**config.mk**
```make
export PLATFORM = sky130hd
export DESIGN_NAME = logic_op_arbiter
export DESIGN_NICKNAME = d
export VERILOG_FILES = /design/src/rtl/logic_op_arbiter_pkg.sv /design/src/rtl/logic_unit_16_bit.sv /design/src/rtl/logic_op_arbiter.sv
export SDC_FILE = /design/constraint.sdc
export NUM_CORES = 1
export LEC_CHECK = 0
export CAP_MARGIN = 25
export CORE_MARGIN = 2
export CORE_UTILIZATION = 40
export CTS_CLUSTER_DIAMETER = 40
export CTS_CLUSTER_SIZE = 28
export DETAILED_ROUTE_END_ITERATION = 10
export DONT_BUFFER_PORTS = 1
export MAX_ROUTING_LAYER = met4
export PLACE_DENSITY_LB_ADDON = 0.12
export SYNTH_ARGS = -nofsm -noshare
export SYNTH_HDL_FRONTEND = slang
export SYNTH_HIERARCHICAL = 1
export SYNTH_SLANG_ARGS = --single-unit
```
**constraint.sdc**
```tcl
create_clock -name clk -period 1.95 [get_ports clk]
set_clock_uncertainty 0.05 [all_clocks]
set_input_delay 0.2925 -clock clk [delete_from_list [all_inputs] [get_ports clk]]
set_output_delay 0.2925 -clock clk [all_outputs]
set_load 0.02 [all_outputs]
```
**src/rtl/logic_op_arbiter_pkg.sv**
```systemverilog
// Shared definitions for the two-requester bitwise-op arbiter.
//   - logicOpE  : operation encodings presented on reqN_op
//   - arbStateE : FSM state encodings used by logic_op_arbiter
//   - DEFAULT_WIDTH : default operand/result width
package logic_op_arbiter_pkg;

    localparam int DEFAULT_WIDTH = 16;

    typedef enum logic [1:0] {
        OP_AND = 2'b00,
        OP_OR  = 2'b01,
        OP_XOR = 2'b10,
        OP_NOR = 2'b11
    } logicOpE;

    typedef enum logic [1:0] {
        IDLE = 2'b00,
        EXEC = 2'b01,
        RESP = 2'b10
    } arbStateE;

endpackage

```
**src/rtl/logic_unit_16_bit.sv**
```systemverilog
// Purely combinational bitwise logic unit.
// Ports:
//   a, b : operands (WIDTH bits)
//   op   : operation select (AND / OR / XOR / NOR)
//   res  : bitwise result, no carry or sign extension
module logic_unit_16_bit
    import logic_op_arbiter_pkg::*;
#(
    parameter int WIDTH = DEFAULT_WIDTH
) (
    input  logic [WIDTH-1:0] a,
    input  logic [WIDTH-1:0] b,
    input  logic [1:0]       op,
    output logic [WIDTH-1:0] res
);

    always_comb begin
        res = '0;
        case (logicOpE'(op))
            OP_AND:  res = a & b;
            OP_OR:   res = a | b;
            OP_XOR:  res = a ^ b;
            default: res = ~(a | b);
        endcase
    end

endmodule

```
**src/rtl/logic_op_arbiter.sv**
```systemverilog
// Time-shares one bitwise logic unit between two requesters.
// Ports:
//   clk, rst_n             : clock, synchronous active-low reset
//   reqN_valid/reqN_ready  : request handshake for requester N (0/1)
//   reqN_a, reqN_b, reqN_op: operands and operation for requester N
//   rsp_valid/rsp_ready    : response handshake
//   rsp_id                 : requester that owns the current result
//   rsp_data, rsp_zero     : registered result and its all-zero flag
//
// state | meaning
// ------+--------------------------------------------------------------
// IDLE  | waiting for a request; grant by valid / round-robin pointer
// EXEC  | captured operands run through the logic unit, result registered
// RESP  | result presented until rsp_ready
module logic_op_arbiter
    import logic_op_arbiter_pkg::*;
#(
    parameter int WIDTH = DEFAULT_WIDTH
) (
    input  logic             clk,
    input  logic             rst_n,
    input  logic             req0_valid,
    output logic             req0_ready,
    input  logic [WIDTH-1:0] req0_a,
    input  logic [WIDTH-1:0] req0_b,
    input  logic [1:0]       req0_op,
    input  logic             req1_valid,
    output logic             req1_ready,
    input  logic [WIDTH-1:0] req1_a,
    input  logic [WIDTH-1:0] req1_b,
    input  logic [1:0]       req1_op,
    output logic             rsp_valid,
    input  logic             rsp_ready,
    output logic             rsp_id,
    output logic [WIDTH-1:0] rsp_data,
    output logic             rsp_zero
);

    arbStateE         state;
    arbStateE         stateNext;
    logic             rrPtr;
    logic             grantId;
    logic             handshake;
    logic [WIDTH-1:0] capA;
    logic [WIDTH-1:0] capB;
    logic [1:0]       capOp;
    logic             capId;
    logic [WIDTH-1:0] rspDataReg;
    logic             rspZeroReg;
    logic [WIDTH-1:0] unitRes;

    // Pointer only breaks ties; a lone valid always wins.
    always_comb begin
        grantId = rrPtr;
        if (!(req0_valid && req1_valid)) begin
            grantId = !req0_valid;
        end
    end

    // State register
    always_ff @(posedge clk) begin
        if (!rst_n) begin
            state <= IDLE;
        end else begin
            state <= stateNext;
        end
    end

    // Next-state logic
    always_comb begin
        stateNext = state;
        case (state)
            IDLE:    if (handshake) stateNext = EXEC;
            EXEC:    stateNext = RESP;
            RESP:    if (rsp_ready) stateNext = IDLE;
            default: stateNext = IDLE;
        endcase
    end

    // Output logic. Ready is masked while reset is held so nothing can be
    // accepted on the very edge that clears the block.
    always_comb begin
        req0_ready = 1'b0;
        req1_ready = 1'b0;
        rsp_valid  = 1'b0;
        if (state == IDLE && rst_n) begin
            req0_ready = req0_valid && !grantId;
            req1_ready = req1_valid &&  grantId;
        end
        if (state == RESP) begin
            rsp_valid = 1'b1;
        end
    end

    assign handshake = req0_ready || req1_ready;

    // Capture and result registers
    always_ff @(posedge clk) begin
        if (!rst_n) begin
            rrPtr      <= 1'b0;
            capA       <= '0;
            capB       <= '0;
            capOp      <= 2'b00;
            capId      <= 1'b0;
            rspDataReg <= '0;
            rspZeroReg <= 1'b0;
        end else begin
            if (handshake) begin
                capA  <= grantId ? req1_a  : req0_a;
                capB  <= grantId ? req1_b  : req0_b;
                capOp <= grantId ? req1_op : req0_op;
                capId <= grantId;
                rrPtr <= !grantId;
            end
            if (state == EXEC) begin
                rspDataReg <= unitRes;
                rspZeroReg <= (unitRes == '0);
            end
        end
    end

    logic_unit_16_bit #(.WIDTH(WIDTH)) uLogicUnit (
        .a   (capA),
        .b   (capB),
        .op  (capOp),
        .res (unitRes)
    );

    assign rsp_id   = capId;
    assign rsp_data = rspDataReg;
    assign rsp_zero = rspZeroReg;

endmodule
```
== Yosys cells after proc, flatten, opt, wreduce, memory -nomap -nowiden ==
Index checks and enable logic that the tools add are counted.
Storage, ports and cells
  register bits after elaboration: 55
  bits of input ports: 73
  output and inout bits: 21
Operators by class
  bitwise logic cells: 4
  equality and inequality tests: 6
  mux-type cells: 11
  reduce and logical (&&, ||, !) cells: 11
Operators with widths (number)
  $pmux W16 S3: 1
  $mux W16: 2
  $and A16 B16 Y16: 1
  $logic_not A16 Y1: 1
  $not A16 Y16: 1
  $or A16 B16 Y16: 1
  $xor A16 B16 Y16: 1
  $mux W2: 3
  $pmux W2 S3: 1
  $eq A2 B1 Y1 const B: 2
  $eq A2 B2 Y1 const B: 2
  $logic_and A1 B1 Y1: 4
  $logic_not A2 Y1: 2
  $mux W1: 4
  $ne A2 B2 Y1 const B: 2
  $logic_not A1 Y1: 2
  $reduce_and A2 Y1: 1
  $logic_or A1 B1 Y1: 1

== Depth between registers and ports, before layout ==
Gate-level depths: netlist of run 1.
  depth after elaboration: 8
  mapped depth: 8
  gate-level depth less buffers: 8

== Cells and area by module ==
The synthesis of run 1 kept the hierarchy.
By module, submodules not included
  logic_op_arbiter: cells an instance 254, area an instance 2316.0 sq um, instances 1, sequential area each 1101.1 sq um
  logic_unit_16_bit: cells an instance 152, area an instance 1124.8 sq um, instances 1, sequential area each 0.0 sq um

== Worst setup path before layout of run 1 ==
Ideal clock, no wire load.
  path type: reg2reg
  start: reg capA[9]
  end: reg rspZeroReg, in the netlist rsp_zero
  period minus slack after synthesis: 1.629 ns
  library setup time: 0.069 ns
  required time: 1.831 ns
  stages on the path, launching flop included: 9
  path slack: 0.321 ns
  arrival: 1.510 ns
  cell sequence: dfxtp_1 > inv_1 > ha_1 > mux2_4 > nand2_1 > o21ai_1 > nor4_1 > nand4_1 > o21ai_1
On the way
  longest elaborated chain between the ends: 4
  elaborated cells between the ends (all ways): 6
  classes of those cells: mux: 1; bitwise: 4; reduce/logical: 1
RTL lines
  start, declared: RTL line logic_op_arbiter.sv:44  | logic [WIDTH-1:0] capA;
  start signal, assigned: RTL line logic_op_arbiter.sv:109  | capA <= grantId ? req1_a : req0_a;
  $or A16 B16 Y16: RTL line logic_unit_16_bit.sv:21, logic_unit_16_bit.sv:23
  $not A16 Y16: RTL line logic_unit_16_bit.sv:23  | default: res = ~(a | b);
  $pmux W16 S3 (*): RTL line logic_unit_16_bit.sv:19  | case (logicOpE'(op))
  via unitRes[9]: RTL line logic_op_arbiter.sv:50  | logic [WIDTH-1:0] unitRes;
  $logic_not A16 Y1 (*): RTL line logic_op_arbiter.sv:117  | rspZeroReg <= (unitRes == '0);
  end signal, assigned: RTL line logic_op_arbiter.sv:117
  end, declared: RTL line logic_op_arbiter.sv:49  | logic rspZeroReg;
The timed path passes the listed nets; every way through them passes the cells marked *.
A chain may end at the register's enable or synchronous reset.

== Final worst setup path of run 1 ==
  start: reg state[1]
  end: out req0_ready
On the way
  longest elaborated chain between the ends: 3
RTL lines
  start, declared: RTL line logic_op_arbiter.sv:39  | arbStateE state;
  start signal, assigned: RTL line logic_op_arbiter.sv:65  | state <= stateNext;
  $logic_not A2 Y1: RTL line logic_op_arbiter.sv:86  | if (state == IDLE && rst_n) begin
  $logic_and A1 B1 Y1: RTL line logic_op_arbiter.sv:86
  $mux W1: RTL line logic_op_arbiter.sv:86
  end, declared: RTL line logic_op_arbiter.sv:23  | output logic req0_ready,
Every way passes these cells.

==> metrics.txt, run 1 <==
antenna fix cells=0; buffer depth of the longest clock path=2; top-level I/O count=94; Final Hold Violating Endpoints=0; top post-synthesis cells by count=sky130_fd_sc_hd__nand2_1 (92), sky130_fd_sc_hd__dfxtp_1 (55), sky130_fd_sc_hd__a21oi_1 (37); average detailed-routed wire length per instance=about 16 µm; total routing usage reported by global routing=between 15 and 20%; largest area contributor in the synthesized netlist=sky130_fd_sc_hd__dfxtp_1; average via count per standard cell=5.25; crit path kind=flop to output pin; worst min-delay path class=input port to flop; number of placed cells counting well taps=between 500 and 600; Syn Inst Count=roughly 410; effective utilization at floorplan=41.7%; vias post-DR=~2700; most common cell in the netlist=sky130_fd_sc_hd__nand2_1; warning count from the yosys run=6; HPWL reported at the end of detailed placement=between 6 and 7 mm; Top FF cell, synth=sky130_fd_sc_hd__dfxtp_1; fraction of the cycle the final worst path needs=94.9%; Leakage=between 0.0015 and 0.002 µW; setup repair after global routing missed its margin=no; capture instance of the worst register-to-register path=rsp_zero; vias in the first global route=2667; length of the first detailed-routing pass in iterations=4; reg2reg start=capOp[0]; number of flops mapped to enable cells by yosys=0; post-route ant nets=0; Worst setup endpoint=req0_ready; power per cell area=~800 nW/µm²; share of post-route cells with drive strength above 1=roughly 17%; setup slack at placement=-0.0682 ns; synthesis-to-layout area growth=7.42%; transition time of the tightest slew-check pin=0.658 ns; CP max-delay cell=sky130_fd_sc_hd__dfxtp_1; Max transition margin=56.1%; CP peak stage delay=approximately 0.38 ns; max-capacitance violation count=0; number of failing setup endpoints in the final timing report=0; library cell used as clock root buffer=sky130_fd_sc_hd__clkbuf_8; routing usage on met2=approximately 25%; final net count=510; Avg Synthesized Cell Area=roughly 8.5 µm²; R2R cell count=7; final weighted congestion in routability-driven placement=between 0.7 and 0.8; total of buffers placed on input and output ports=0; total CTS buffers=5; cell area after synthesis=roughly 3400 µm²; minimum clock period after layout=about 1.9 ns; drc violations=0; global routing usage on met3=3.90%; source of the worst hold timing path=req1_valid; post-route non-filler standard cell count=around 510; Hold Buf Count CTS=0; Die Outline Area=a little over 9000 µm²; highest clock frequency the design can meet=about 540 MHz; Reg clk slew, reported paths=0.10 ns; outcome=finished clean; number of DRC markers after the initial detailed-route iteration=70; distinct cell type count of the synthesized netlist=35; Die Ht=between 90 and 100 µm; total chip power=slightly below 3000 µW; synth top area cells=sky130_fd_sc_hd__dfxtp_1 (32%), sky130_fd_sc_hd__ha_1 (12%), sky130_fd_sc_hd__nand2_1 (10%), sky130_fd_sc_hd__mux2_4 (6.1%), sky130_fd_sc_hd__a21oi_1 (5.4%); core area=8260 µm²; number of antenna violations at the first check in global routing=0; Routed WL=approximately 8 mm; maximum VDD drop=between 0.3 and 0.4 mV; met1 usage in global routing=25.8%; wire length of the first global-routing pass=13.3 mm; Critical Path Sink Type=output pin; layer with the highest usage=met1; cell chain of the critical path=nor3b_4 -> buf_4 -> and2_1; setup TNS=0 ns; Req. time, crit path=roughly 1.6 ns; number of standard-cell rows in the floorplan=33; maximum number of pins on one net before global-route repair=36; Synth Net Count=approximately 500; Post-synth ARST share=0%; sequential share of the synthesized area=around a third; clock sink count=55; Layout Utilization=44.8%; CP max FO=19; clock network latency to the later pin of the worst-skew pair=between 0.3 and 0.4 ns; Final WS setup=~0.1 ns; fraction of synthesized cell area taken by the top area cell type=~32%; Critical Path Start Type=flop; beginning of the critical path=state[1]; die width=between 90 and 100 µm; reg-to-reg slack, setup=0.15 ns; level count of the clock H-tree=2; clock tree from TritonCTS=done; synthesis-stage register bit count=55; data arrival time of the worst path=roughly 1.5 ns; number of max-slew violations in the final report=0; overall overflow remaining after global route=0
[cells by family after synthesis]
| group | after synthesis | share of synthesized area (%) |
|---|---|---|
| flip-flops | 55 | 32.0 |
| multiplexers | 14 | 6.11 |
| AND/OR/NAND/NOR | 136 | 18.5 |
| buffers and inverters | 62 | 9.13 |
| adder cells (fa/ha/maj) | 32 | 11.6 |
| AO/OA/AOI/OAI | 107 | 22.6 |
[power breakdown]
group / switching, µW / internal, µW
combinational: 419 / 393
clock: 375 / 416
sequential: 125 / 1230
[cells in the final DEF, fill, tap and decap left out, drive strengths merged]
cell type / instances
o21ai: 29
nor2: 3
nand2: 92
nor4: 3
nor3b: 1
and2: 2
a221o: 18
nor3: 2
buf: 21
a21bo: 2
o21bai: 2
a21oi: 38
a21boi: 1
mux2: 14
nor2b: 6
bufinv: 1
nand3: 3
nand2b: 3
a311oi: 17
or2: 1
inv: 33
clkinv: 1
and3: 19
ha: 32
dfxtp: 55
clkbuf: 6
nand4: 1
[cell type report]
class / instances / area, µm²
Tap cell: 105 / 131
Clock buffer: 6 / 82.6
Timing Repair Buffer: 21 / 170
Clock inverter: 2 / 35.0
Fill cell: 837 / 4560
Multi-Input combinational cell: 289 / 2040
Inverter: 33 / 124
Sequential cell: 55 / 1110
[stage by stage]
step                      hold WS (ns)  cell area (µm²)
final                           0.0346             3700
after global routing            0.0293             3700
after CTS                       0.0233             3670
after detailed placement         0.372             3550
after global placement           0.362             3550
after floorplan                  0.359             3440
[how the worst min path moves through the flow]
stage / endpoint / slack [ns] / cells past startpoint
3_5_place_dp: rrPtr / 0.37 / 1
5_1_grt: rrPtr / 0.03 / 1
2_1_floorplan: rrPtr / 0.36 / 1
3_3_place_gp: rrPtr / 0.36 / 1
6_report: rrPtr / 0.03 / 1
4_1_cts: rrPtr / 0.02 / 1
[critical path, delay by kind of cell, from the launching register on]
| family | cells | cell delay (ns) |
|---|---|---|
| AND/OR/NAND/NOR | 2 | 0.53 |
| flip-flops | 1 | 0.38 |
| buffers and inverters | 1 | 0.28 |
[what timing repair did]
action                     CTS  global route
cloned                       0             0
buffers inserted             0             1
pin swaps                    0             3
setup endpoints to repair    1             1
gates resized for setup      2             7
[registers in the layout, summed over array words and instances (netlist names)]
signal,count
state,2
rrPtr,1
capOp,2
rsp_zero,1
rsp_data,16
capA,16
rsp_id,1
capB,16
[layer usage]
layer	wire length (µm)	part of all wire, %	vias to the layer above
met5	0	0	-
met4	68	0.85	0
met3	410	5.1	6
met2	3260	41	73
met1	4250	53	1197
li1	-	-	1406
No activity file was read; power rests on OpenSTA's default activity.
==> run 2, diff against run 1 <==
- clock period: 1.95 -> 2.2 ns (I/O delays scaled with it)
==> metrics.txt, run 2 (same netlist as run 1, synthesis figures left out) <==
outcome=finished clean; Routed WL=between 7 and 8 mm; wire length of the first global-routing pass=about 13 mm; Req. time, crit path=approximately 1.8 ns; total of buffers placed on input and output ports=0; clock network latency to the later pin of the worst-skew pair=about 0.30 ns; data arrival time of the worst path=1.65 ns; length of the first detailed-routing pass in iterations=4; total routing usage reported by global routing=17.0%; sum of buffers and inverters on the critical path=1; worst-case hold slack=around 0.080 ns; final net count=500; Reg clk slew, reported paths=~0.1 ns; antenna fix cells=0; Multi-input gate area=around 2000 µm²; Max transition margin=46.8%; post-route ant nets=0; HPWL reported at the end of detailed placement=between 5 and 6 mm; maximum VDD drop=~0.29 mV; CP max-delay cell=sky130_fd_sc_hd__nor3b_4; crit path kind=flop to output pin; drc violations=0; number of antenna violations at the first check in global routing=0; effective utilization at floorplan=roughly two fifths; reg2reg start=capB[9]; beginning of the critical path=state[1]; clock sink count=between 50 and 60; setup TNS=0 ns; top-level I/O count=94; capture instance of the worst register-to-register path=rsp_zero; R2R cell count=8; Critical Path Start Type=flop; post-cts repair resize count=0; vias post-DR=approximately 2600; Die Ht=between 90 and 100 µm; worst min-delay path class=input port to flop; dominant delay contributor by cell family on the critical path=simple AND/OR/NAND/NOR gates; maximum number of pins on one net before global-route repair=36; source of the worst hold timing path=req1_valid; average detailed-routed wire length per instance=15.5 µm; clock tree from TritonCTS=done; leading cell type in the layout, fill and taps excluded=sky130_fd_sc_hd__nand2_1; total CTS buffers=5; Setup Fix Bufs, Post-CTS=0; average via count per standard cell=approximately 5.3; Leakage=0.00145 µW; minimum clock period after layout=~2 ns; reg-to-reg slack, setup=around 0.30 ns; library cell used as clock root buffer=sky130_fd_sc_hd__clkbuf_8; overall overflow remaining after global route=0; number of cells on the worst hold path=1; final weighted congestion in routability-driven placement=0.768; Seq. cell area=between 1000 and 1500 µm²; Final Hold Violating Endpoints=0; CP peak stage delay=roughly 0.45 ns; Critical Path Sink Type=output pin; share of post-route cells with drive strength above 1=between 10% and 20%; max-capacitance violation count=0; CP max FO=19; fraction of the cycle the final worst path needs=92.1%; synthesis-to-layout area growth=3.71%; level count of the clock H-tree=2; power per cell area=between 600 and 700 nW/µm²; buffer depth of the longest clock path=2; number of failing setup endpoints in the final timing report=0; number of standard-cell rows in the floorplan=33; setup repair after global routing missed its margin=no; Hold Buf Count CTS=0; commonest cells after routing, fill and taps aside=sky130_fd_sc_hd__nand2_1 (92), sky130_fd_sc_hd__dfxtp_1 (54), sky130_fd_sc_hd__a21oi_1 (37); die width=approximately 97 µm; transition time of the tightest slew-check pin=around 0.8 ns; number of fillers in the final layout=865; number of DRC markers after the initial detailed-route iteration=83; end point of the worst hold path=rrPtr; Die Outline Area=9360 µm²; vias in the first global route=2517; cell chain of the critical path=nor3b_4 -> and3_1 -> buf_4; number of max-slew violations in the final report=0; highest clock frequency the design can meet=494 MHz; core area=between 8000 and 9000 µm²
==> run 2: cell types whose count changed in the layout (fill, tap and decap cells not counted) <==
cell,before,now
sky130_fd_sc_hd__bufinv_16,1,0
sky130_fd_sc_hd__nor4_1,1,3
sky130_fd_sc_hd__buf_4,20,10
sky130_fd_sc_hd__dfxtp_2,5,0
sky130_fd_sc_hd__o21ai_1,18,19
sky130_fd_sc_hd__o21ai_2,1,0
sky130_fd_sc_hd__dfxtp_1,49,54
sky130_fd_sc_hd__nor4_2,2,0
==> run 2: how the worst max path moves through the flow <==
| stage | endpoint | cells after the start |
|---|---|---|
| global placement | rsp_zero | 7 |
| floorplan | rsp_zero | 8 |
| finish | req1_ready | 3 |
| detailed placement | rsp_zero | 7 |
| global route | req1_ready | 3 |
| CTS | rsp_zero | 7 |
==> run 2: through the flow <==
| stage | power, µW | instance area [µm²] | worst slack (ns) | util [%] | cells |
|---|---|---|---|---|---|
| floorplan | 1780 | 3440 | 0.571 | - | 406 |
| global placement | 1890 | 3480 | 0.129 | 42.1 | 493 |
| detailed placement | 1900 | 3480 | 0.103 | 42.1 | 493 |
| CTS | 2480 | 3570 | 0.0878 | 43.2 | 500 |
| global route | 2610 | 3570 | 0.0365 | 43.2 | 500 |
| finish | 2440 | 3570 | 0.174 | 43.2 | 500 |
==> run 2: cell type report <==
type | count | area share, %
Sequential cell | 55 | 31.0
Clock inverter | 1 | 0.140
Multi-Input combinational cell | 289 | 56.8
Clock buffer | 6 | 2.31
Inverter | 33 | 3.47
Timing Repair Buffer | 11 | 2.66
Tap cell | 105 | 3.68
==> run 2: report_power, final <==
part	leakage, µW	total, µW	internal [µW]	switching, µW
sequential	0.000452	1210	1080	129
combinational	0.000955	659	322	337
clock	0.0000470	571	248	323
total	0.00145	2440	1650	789
==> run 2: per-layer routing <==
layer	GRT usage (%)	wire [µm]
met3	4.12	466
met5	-	0
met4	3.14	47
met1	24.6	4080
met2	24.1	3160
==> run 2: worst register-to-register path, cell delays in order, from the launching register on <==
cell and delay, ns:
sky130_fd_sc_hd__dfxtp_1 0.41, sky130_fd_sc_hd__inv_1 0.06, sky130_fd_sc_hd__ha_1 0.27, sky130_fd_sc_hd__mux2_4 0.26
sky130_fd_sc_hd__nand2_1 0.06, sky130_fd_sc_hd__o21ai_1 0.09, sky130_fd_sc_hd__nor4_1 0.36, sky130_fd_sc_hd__nand4_1 0.13
sky130_fd_sc_hd__o21ai_1 0.14
==> run 3, diff against run 2 <==
- CORE_UTILIZATION: 40 -> 57
- SLEW_MARGIN: default -> 15
==> metrics.txt, run 3 (same netlist as run 1, synthesis figures left out) <==
data arrival time of the worst path=around 2.2 ns; setup repair after global routing missed its margin=no; Routed WL=about 7.3 mm; clock network latency to the later pin of the worst-skew pair=slightly above 0.3 ns; clock sink count=55; total CTS buffers=5; Critical Path Start Type=flop; die width=about 82 µm; length of the first detailed-routing pass in iterations=4; cell chain of the critical path=mux2_4 -> nand2_1 -> o21ai_1 -> nor4_1 -> nand4_1 -> o21ai_1; cell depth of the worst setup path=6; commonest cells after routing, fill and taps aside=sky130_fd_sc_hd__nand2_1 (92), sky130_fd_sc_hd__dfxtp_1 (54), sky130_fd_sc_hd__a21oi_1 (37); library cell used as clock root buffer=sky130_fd_sc_hd__clkbuf_8; power per cell area=between 600 and 700 nW/µm²; synthesis-to-layout area growth=2.18%; number of max-slew violations in the final report=0; number of antenna violations at the first check in global routing=0; effective utilization at floorplan=58.5%; Hold Buf Count CTS=0; placed instance area=roughly 3400 µm²; final weighted congestion in routability-driven placement=roughly 0.83; top-level I/O count=between 90 and 100; number of fillers in the final layout=approximately 550; total chip power=2450 µW; average via count per standard cell=about 5.7; number of failing setup endpoints in the final timing report=0; number of cells on the worst hold path=1; Max transition margin=between 50% and 60%; Critical Path Sink Type=flop; share of post-route cells with drive strength above 1=about an eighth; total of buffers placed on input and output ports=0; maximum VDD drop=0.417 mV; number of standard-cell rows in the floorplan=28; setup slack at placement=approximately 0.21 ns; highest clock frequency the design can meet=497 MHz; wire length of the first global-routing pass=around 11 mm; max-capacitance violation count=0; post-cts repair resize count=0; core area=5890 µm²; Final Hold Violating Endpoints=0; transition time of the tightest slew-check pin=a little over 0.6 ns; drc violations=0; worst min-delay path class=input port to flop; HPWL reported at the end of detailed placement=about 5.4 mm; average detailed-routed wire length per instance=15.5 µm; Setup Fix Bufs, Post-CTS=0; sum of buffers and inverters on the critical path=0; CP max-delay cell=sky130_fd_sc_hd__dfxtp_2; level count of the clock H-tree=2; vias in the first global route=roughly 2300; Die Outline Area=around 6700 µm²; leading cell type in the layout, fill and taps excluded=sky130_fd_sc_hd__nand2_1; number of placed cells counting well taps=463; CP peak stage delay=just over 0.7 ns; setup TNS=0 ns; maximum number of pins on one net before global-route repair=36; crit path kind=flop to flop; Leakage=~0.0014 µW; final standard cell area without fillers=around 3500 µm²; total routing usage reported by global routing=22.7%; Final WS setup=approximately 0.19 ns; clock tree from TritonCTS=done; Die Ht=between 80 and 90 µm; post-route non-filler standard cell count=470; antenna fix cells=0; vias post-DR=between 2000 and 3000; fraction of the cycle the final worst path needs=about 91%; Reg clk slew, reported paths=roughly 0.10 ns; R2R cell count=6; overall overflow remaining after global route=0; final net count=500; Most common cell on crit path=sky130_fd_sc_hd__o21ai_1; minimum clock period after layout=~2 ns; buffer depth of the longest clock path=2; post-route ant nets=0; CP max FO=28; dominant delay contributor by cell family on the critical path=flip-flops; reg-to-reg slack, setup=around 0.19 ns; outcome=finished clean; number of DRC markers after the initial detailed-route iteration=83; Req. time, crit path=approximately 2.4 ns
[run 3: cell counts in the layout (fill, tap and decap cells not counted)]
Identical to the previous run, type by type.
[run 3: path summary, 6_finish.rpt]
check,startpoint,to
worst max-delay path,capOp[0],rsp_zero
worst min-delay path,req1_valid,rrPtr
worst max register to register,capOp[0],rsp_zero
worst min register to register,capA[10],capA[10]
[run 3: cell type report]
cell class | instances | area (µm²) | area share (%)
Multi-Input combinational cell | 289 | 2030 | 57.6
Sequential cell | 55 | 1100 | 31.4
Inverter | 33 | 124 | 3.52
Tap cell | 75 | 93.8 | 2.67
Clock buffer | 6 | 82.6 | 2.35
Timing Repair Buffer | 11 | 82.6 | 2.35
Clock inverter | 1 | 5.00 | 0.142
[run 3: through the flow]
stage,hold WS [ns],utilization (%)
3_3_place_gp,0.398,58.2
6_report,0.0637,59.7
2_1_floorplan,0.396,-
4_1_cts,0.0548,59.7
3_5_place_dp,0.408,58.2
5_1_grt,0.0556,59.7
[run 3: layer usage]
layer / vias to the layer above / part of all wire (%) / GRT usage [%]
met5: - / 0 / -
met4: 0 / 1.3 / 6.67
met3: 8 / 6.5 / 5.16
met2: 85 / 41 / 31.2
met1: 1204 / 51 / 33.0
li1: 1389 / - / -
[run 3: power breakdown]
group	switching (µW)	internal (µW)	leakage [µW]	total, µW
Clock	333	248	0.0000470	581
Combinational	342	319	0.000951	662
Sequential	121	1080	0.000451	1200
